## src/rtl/ds_scoreboard_pkg.sv

```systemverilog
// Shared defaults and the counter-operation decode used by the register scoreboard.
package ds_scoreboard_pkg;

  localparam int NREG_DEF  = 32;
  localparam int AW_DEF    = 5;
  localparam int NRD_DEF   = 2;
  localparam int CNT_W_DEF = 3;

  typedef enum logic [1:0] {
    CNT_HOLD = 2'd0,
    CNT_INC  = 2'd1,
    CNT_DEC  = 2'd2,
    CNT_CLR  = 2'd3
  } cnt_op_e;

  // Clear dominates; a simultaneous inc and dec cancel out.
  function automatic cnt_op_e cnt_op(input logic clr, input logic inc, input logic dec);
    if (clr)              return CNT_CLR;
    else if (inc && !dec) return CNT_INC;
    else if (dec && !inc) return CNT_DEC;
    else                  return CNT_HOLD;
  endfunction

endpackage

```

## src/rtl/ds_scoreboard_counter.sv

```systemverilog
// Up/down saturating in-flight counter; err pulses on an attempted overflow or underflow.
module sb_counter
  import ds_scoreboard_pkg::*;
#(
  parameter int W = CNT_W_DEF
) (
  input  logic         clk,
  input  logic         reset,
  input  logic         clr,
  input  logic         inc,
  input  logic         dec,
  output logic [W-1:0] cnt,
  output logic         is_zero,
  output logic         is_max,
  output logic         will_be_zero,
  output logic         err
);

  logic [W-1:0] cnt_q, cnt_d;

  assign cnt     = cnt_q;
  assign is_zero = (cnt_q == '0);
  assign is_max  = &cnt_q;
  // Ignores a same-cycle inc so queries never depend on the issue decision they gate.
  assign will_be_zero = dec && (cnt_q == W'(1));

  always_comb begin
    cnt_d = cnt_q;
    err   = 1'b0;
    unique case (cnt_op(clr, inc, dec))
      CNT_CLR: cnt_d = '0;
      CNT_INC: begin
        if (is_max) err = 1'b1;
        else        cnt_d = cnt_q + W'(1);
      end
      CNT_DEC: begin
        if (is_zero) err = 1'b1;
        else         cnt_d = cnt_q - W'(1);
      end
      default: cnt_d = cnt_q;
    endcase
  end

  always_ff @(posedge clk) begin
    if (reset) cnt_q <= '0;
    else       cnt_q <= cnt_d;
  end

endmodule

```

## src/rtl/ds_scoreboard.sv

```systemverilog
// ID-stage register scoreboard: per-register in-flight and late-write counters with source queries.
module ds_scoreboard
  import ds_scoreboard_pkg::*;
#(
  parameter int NREG          = NREG_DEF,
  parameter int AW            = AW_DEF,
  parameter int NRD           = NRD_DEF,
  parameter int CNT_W         = CNT_W_DEF,
  parameter bit BYPASS_RETIRE = 1'b1
) (
  input  logic              clk,
  input  logic              reset,
  input  logic              ds_issue,
  input  logic              ds_issue_we,
  input  logic [AW-1:0]     ds_issue_dest,
  input  logic              ds_issue_late,
  input  logic              ws_retire,
  input  logic [AW-1:0]     ws_retire_dest,
  input  logic              ws_retire_late,
  input  logic              flush,
  input  logic [NRD*AW-1:0] rd_addr,
  output logic [NRD-1:0]    rd_busy,
  output logic [NRD-1:0]    rd_late,
  output logic              dest_full,
  output logic              sb_err
);

  logic             issue_hit, retire_hit, inv_viol, sb_err_q, sb_err_d;
  logic [NREG-1:0]  cnt_zero, cnt_max, cnt_wbz, late_zero, late_wbz;
  logic [NREG-1:1]  cnt_err, late_err, late_max;
  logic [CNT_W-1:0] cnt_v      [1:NREG-1];
  logic [CNT_W-1:0] late_cnt_v [1:NREG-1];

  assign issue_hit  = ds_issue && ds_issue_we && (ds_issue_dest != '0);
  assign retire_hit = ws_retire && (ws_retire_dest != '0);

  // r0 is never tracked: it always reads as idle and can never be full.
  assign cnt_zero[0]  = 1'b1;
  assign cnt_max[0]   = 1'b0;
  assign cnt_wbz[0]   = 1'b0;
  assign late_zero[0] = 1'b1;
  assign late_wbz[0]  = 1'b0;

  generate
    for (genvar gi = 1; gi < NREG; gi++) begin : g_reg
      logic inc, dec;
      assign inc = issue_hit  && (ds_issue_dest  == AW'(gi));
      assign dec = retire_hit && (ws_retire_dest == AW'(gi));

      sb_counter #(.W(CNT_W)) u_cnt (
        .clk          (clk),
        .reset        (reset),
        .clr          (flush),
        .inc          (inc),
        .dec          (dec),
        .cnt          (cnt_v[gi]),
        .is_zero      (cnt_zero[gi]),
        .is_max       (cnt_max[gi]),
        .will_be_zero (cnt_wbz[gi]),
        .err          (cnt_err[gi])
      );

      sb_counter #(.W(CNT_W)) u_late (
        .clk          (clk),
        .reset        (reset),
        .clr          (flush),
        .inc          (inc && ds_issue_late),
        .dec          (dec && ws_retire_late),
        .cnt          (late_cnt_v[gi]),
        .is_zero      (late_zero[gi]),
        .is_max       (late_max[gi]),
        .will_be_zero (late_wbz[gi]),
        .err          (late_err[gi])
      );
    end

    for (genvar gi = 0; gi < NRD; gi++) begin : g_query
      logic [AW-1:0] addr;
      assign addr        = rd_addr[gi*AW +: AW];
      assign rd_busy[gi] = !cnt_zero[addr]  && !(BYPASS_RETIRE && cnt_wbz[addr]);
      assign rd_late[gi] = !late_zero[addr] && !(BYPASS_RETIRE && late_wbz[addr]);
    end
  endgenerate

  assign dest_full = cnt_max[ds_issue_dest] &&
                     !(BYPASS_RETIRE && retire_hit && (ws_retire_dest == ds_issue_dest));

  always_comb begin
    inv_viol = 1'b0;
    for (int r = 1; r < NREG; r++) begin
      if ((late_cnt_v[r] > cnt_v[r]) || (late_max[r] && !cnt_max[r])) inv_viol = 1'b1;
    end
  end

  assign sb_err_d = sb_err_q || (|cnt_err) || (|late_err) || inv_viol;
  assign sb_err   = sb_err_q;

  // Only reset clears the sticky error; flush leaves it alone.
  always_ff @(posedge clk) begin
    if (reset) sb_err_q <= 1'b0;
    else       sb_err_q <= sb_err_d;
  end

endmodule

```

## config.mk

```make
export PLATFORM = sky130hd
export DESIGN_NAME = ds_scoreboard
export DESIGN_NICKNAME = d
export VERILOG_FILES = /design/src/rtl/ds_scoreboard_pkg.sv /design/src/rtl/ds_scoreboard_counter.sv /design/src/rtl/ds_scoreboard.sv
export SDC_FILE = /design/constraint.sdc
export NUM_CORES = 1
export LEC_CHECK = 0
export ABC_AREA = 1
export BUFFER_PORTS_ARGS = -buffer_cell sky130_fd_sc_hd__buf_2
export CORE_MARGIN = 5
export CORE_UTILIZATION = 35
export DETAILED_ROUTE_END_ITERATION = 10
export PLACE_DENSITY_LB_ADDON = 0.1
export SLEW_MARGIN = 20
export SYNTH_ARGS = -nofsm -noshare
export SYNTH_HDL_FRONTEND = slang
export SYNTH_SLANG_ARGS = --single-unit
```

## constraint.sdc

```tcl
create_clock -name clk -period 5 [get_ports clk]
set_input_delay 0 -clock clk [delete_from_list [all_inputs] [get_ports clk]]
set_output_delay 0 -clock clk [all_outputs]
set_load 0.03 [all_outputs]
```

==> impl_metrics.py <==
metrics = {
    "outcome": {
        "status": "complete, no violations",
    },
    "setup_path": {
        "start_kind": "input pin",
        "worstPathRequired_ns": 5.44,
        "crit_path_max_fanout": 23,
        "path_class": "input pin to flip-flop",
        "cp-end-kind": "flip-flop",
        "arrival_ns": 3.82,
    },
    "cells_and_area": {
        "layout_commonest_cell": "inv_1",
        "fin_util_pct": 37.6,
        "n_fill_cell": 7822,
        "drive_gt1_share_pct": 2.84,
        "area_delta_synth_final_pct": 7.14,
        "final_cell_mix": "inv_1, nand2_1, ha_1, nor2_1, a21oi_1",
        "nets": 4481,
        "final_cell_count_no_fill": 4828,
    },
    "timing": {
        "min_period_ns": 3.37,
        "hold_viol": 0,
        "fmax_ghz": 0.297,
        "finalClockSkew_ns": 0.0208,
        "rsz0062_at_grt": "false",
        "worst_slew_pin_slew_ns": 0.998,
        "whs_ns": 0.351,
        "max_slew_margin_pct": 33.4,
        "fin_tns_setup_ns": 0,
        "slew_viol_final": 0,
        "finalCritPeriodShare_pct": 67.4,
        "setup_viol": 0,
    },
    "placement": {
        "dp_cells": 4794,
        "hpwlAfterDp_mm": 77.1,
        "portBuffers": 33,
        "gp_congestion": 0.988,
    },
    "clocking": {
        "h-tree-depth": 4,
        "cts_tree": "built",
        "numCtsBuffers": 17,
        "clk_pin_slew_ns": 0.09,
        "cts_root_buf": "clkbuf_16",
        "clock_latency_ns": 0.51,
        "clockBufferDepth": 2,
        "cts_sinks": 187,
    },
    "yosys": {
        "synth_ff_type": "dfxtp_1",
        "ys_ff_latch": 187,
        "synthCells": 3873,
        "syn_nets": 4490,
        "async_flop_share_pct": 0,
        "synth_cell_types": 39,
        "postSynthAreaPerCell_um2": 6.46,
        "syn_area_um2": 25000,
        "synth-seq-area-share_pct": 15.0,
        "synth-edff-count": 0,
        "synth_warnings": 0,
    },
    "pwr": {
        "vdd_drop_max_v": 0.000159,
        "leakage_nw": 12.8,
        "p_per_area_nw_per_um2": 199,
        "total_power_w": 0.00534,
    },
    "floorplanning": {
        "dieWidth_um": 277,
        "rows": 98,
        "die_h_um": 277,
        "num_io_pins": 34,
        "start_util_pct": 35.1,
        "coreArea_um2": 71200,
        "die_area_um2": 77000,
    },
    "routing": {
        "firstDrtPassIters": 6,
        "wl_per_cell_um": 19.7,
        "postRouteAntennaNets": 0,
        "drtIter0Drc": 2344,
        "viasPerCell": 5.09,
        "wirelength_mm": 94.9,
        "drt_drc_violations_left": 0,
        "vias": 24600,
    },
    "global_routing": {
        "grt_max_degree": 104,
        "grt_pass1_wl_mm": 141,
        "overflow": 0,
        "grt_pass1_vias": 22800,
        "grtUsageTotal_pct": 23.8,
        "antenna_found_initial": 6,
    },
    "run": {
        "maxCapViolations": 0,
    },
    "hold_path": {
        "hold_class": "input pin to flip-flop",
    },
}
==> cells by family after synthesis <==
| kind of cell | synth area share (%) |
|---|---|
| compound gates | 18.0 |
| buf+inv | 12.8 |
| xor+xnor | 1.68 |
| flops | 15.0 |
| simple gates | 23.2 |
| fa+ha+maj | 29.4 |
==> what timing repair did <==
action | CTS | global route
hold buffers | 1 | 0
gates resized for setup | 0 | 0
setup buffers | 0 | 0
hold endpoints to repair | 1 | 0
==> registers in the layout (all words and copies together), names as in the netlist <==
| signal | count |
|---|---|
| sb_err | 1 |
| g.u_cnt.cnt | 93 |
| g.u_late.cnt | 93 |
==> final cells by class <==
cell class | instances | area (um^2) | area share [%]
Antenna cell | 3 | 7.51 | 0.0280
Clock buffer | 17 | 425 | 1.59
Clock inverter | 13 | 144 | 0.536
Inverter | 760 | 2850 | 10.6
Multi-Input combinational cell | 2843 | 18100 | 67.5
Sequential cell | 187 | 3740 | 14.0
Tap cell | 950 | 1190 | 4.43
Timing Repair Buffer | 55 | 367 | 1.37
==> synth_stat cells (2+ instances only) <==
master / instances / area share (%)
a32oi_1: 24 / 0.84
a21oi_1: 278 / 5.6
ha_1: 589 / 29
a211oi_1: 62 / 1.9
nor2_4: 10 / 0.45
nand4_1: 23 / 0.57
nand2_1: 750 / 11
nand3_1: 149 / 3.0
inv_2: 4 / 0.060
dfxtp_1: 187 / 15
a22oi_1: 2 / 0.060
o221ai_1: 5 / 0.17
nor2_2: 8 / 0.20
o2111ai_1: 3 / 0.10
nor3_1: 2 / 0.040
o21ai_0: 235 / 4.7
a22o_1: 3 / 0.10
clkinv_1: 2 / 0.030
a311oi_1: 2 / 0.070
nand2_2: 2 / 0.050
o22ai_1: 62 / 1.5
inv_1: 754 / 11
buf_4: 2 / 0.060
nor2_1: 466 / 7.0
buf_1: 9 / 0.13
buf_2: 10 / 0.20
a31oi_1: 7 / 0.17
o211ai_1: 83 / 2.5
xnor2_1: 47 / 1.6
clkbuf_1: 61 / 0.91
o21a_1: 6 / 0.18
nand3b_1: 19 / 0.57
==> where the power goes <==
part	internal, W	switching [W]	total (W)
logic	0.000694	0.00145	0.00215
registers	0.00159	0.000113	0.00170
clock network	0.000735	0.000764	0.00150
total	0.00302	0.00233	0.00534
==> per-layer routing <==
metal  wire [um]  track usage (%)
met1       44500             33.3
met2       40300             36.5
met3        6260             4.17
met4        3830             8.98
met5          21                0
==> critical path: stages <==
cell	delay [ns]
buf_2	0.51
inv_1	0.63
buf_4	0.40
nor2_1	0.29
inv_1	0.11
a21oi_1	0.27
ha_1	0.25
inv_1	0.07
o21ai_0	0.22
inv_1	0.09
o22ai_1	0.52
nor2_1	0.09
nand2_1	0.08
nor2_1	0.05
nand2_1	0.05
nor2_1	0.04
a21oi_1	0.10
==> metrics by stage <==
stage,instance area [um^2],worst slack (ns)
final,26800,1.63
after global routing,26800,1.52
after CTS,26800,1.80
after detailed placement,26200,1.23
after global placement,26200,1.32
after floorplan,25000,2.90
==> worst paths after layout <==
kind                          start                       to  slack, ns  cells past startpoint
max                  ws_retire_late                   sb_err       1.63                     17
min                           flush  g_reg[30].u_late.cnt[2]       0.35                      7
max reg2reg  g_reg[29].u_cnt.cnt[0]                   sb_err       1.92                     13
min reg2reg  g_reg[29].u_cnt.cnt[1]   g_reg[29].u_cnt.cnt[1]       0.48                      2
(Power assumes the default switching activity.)
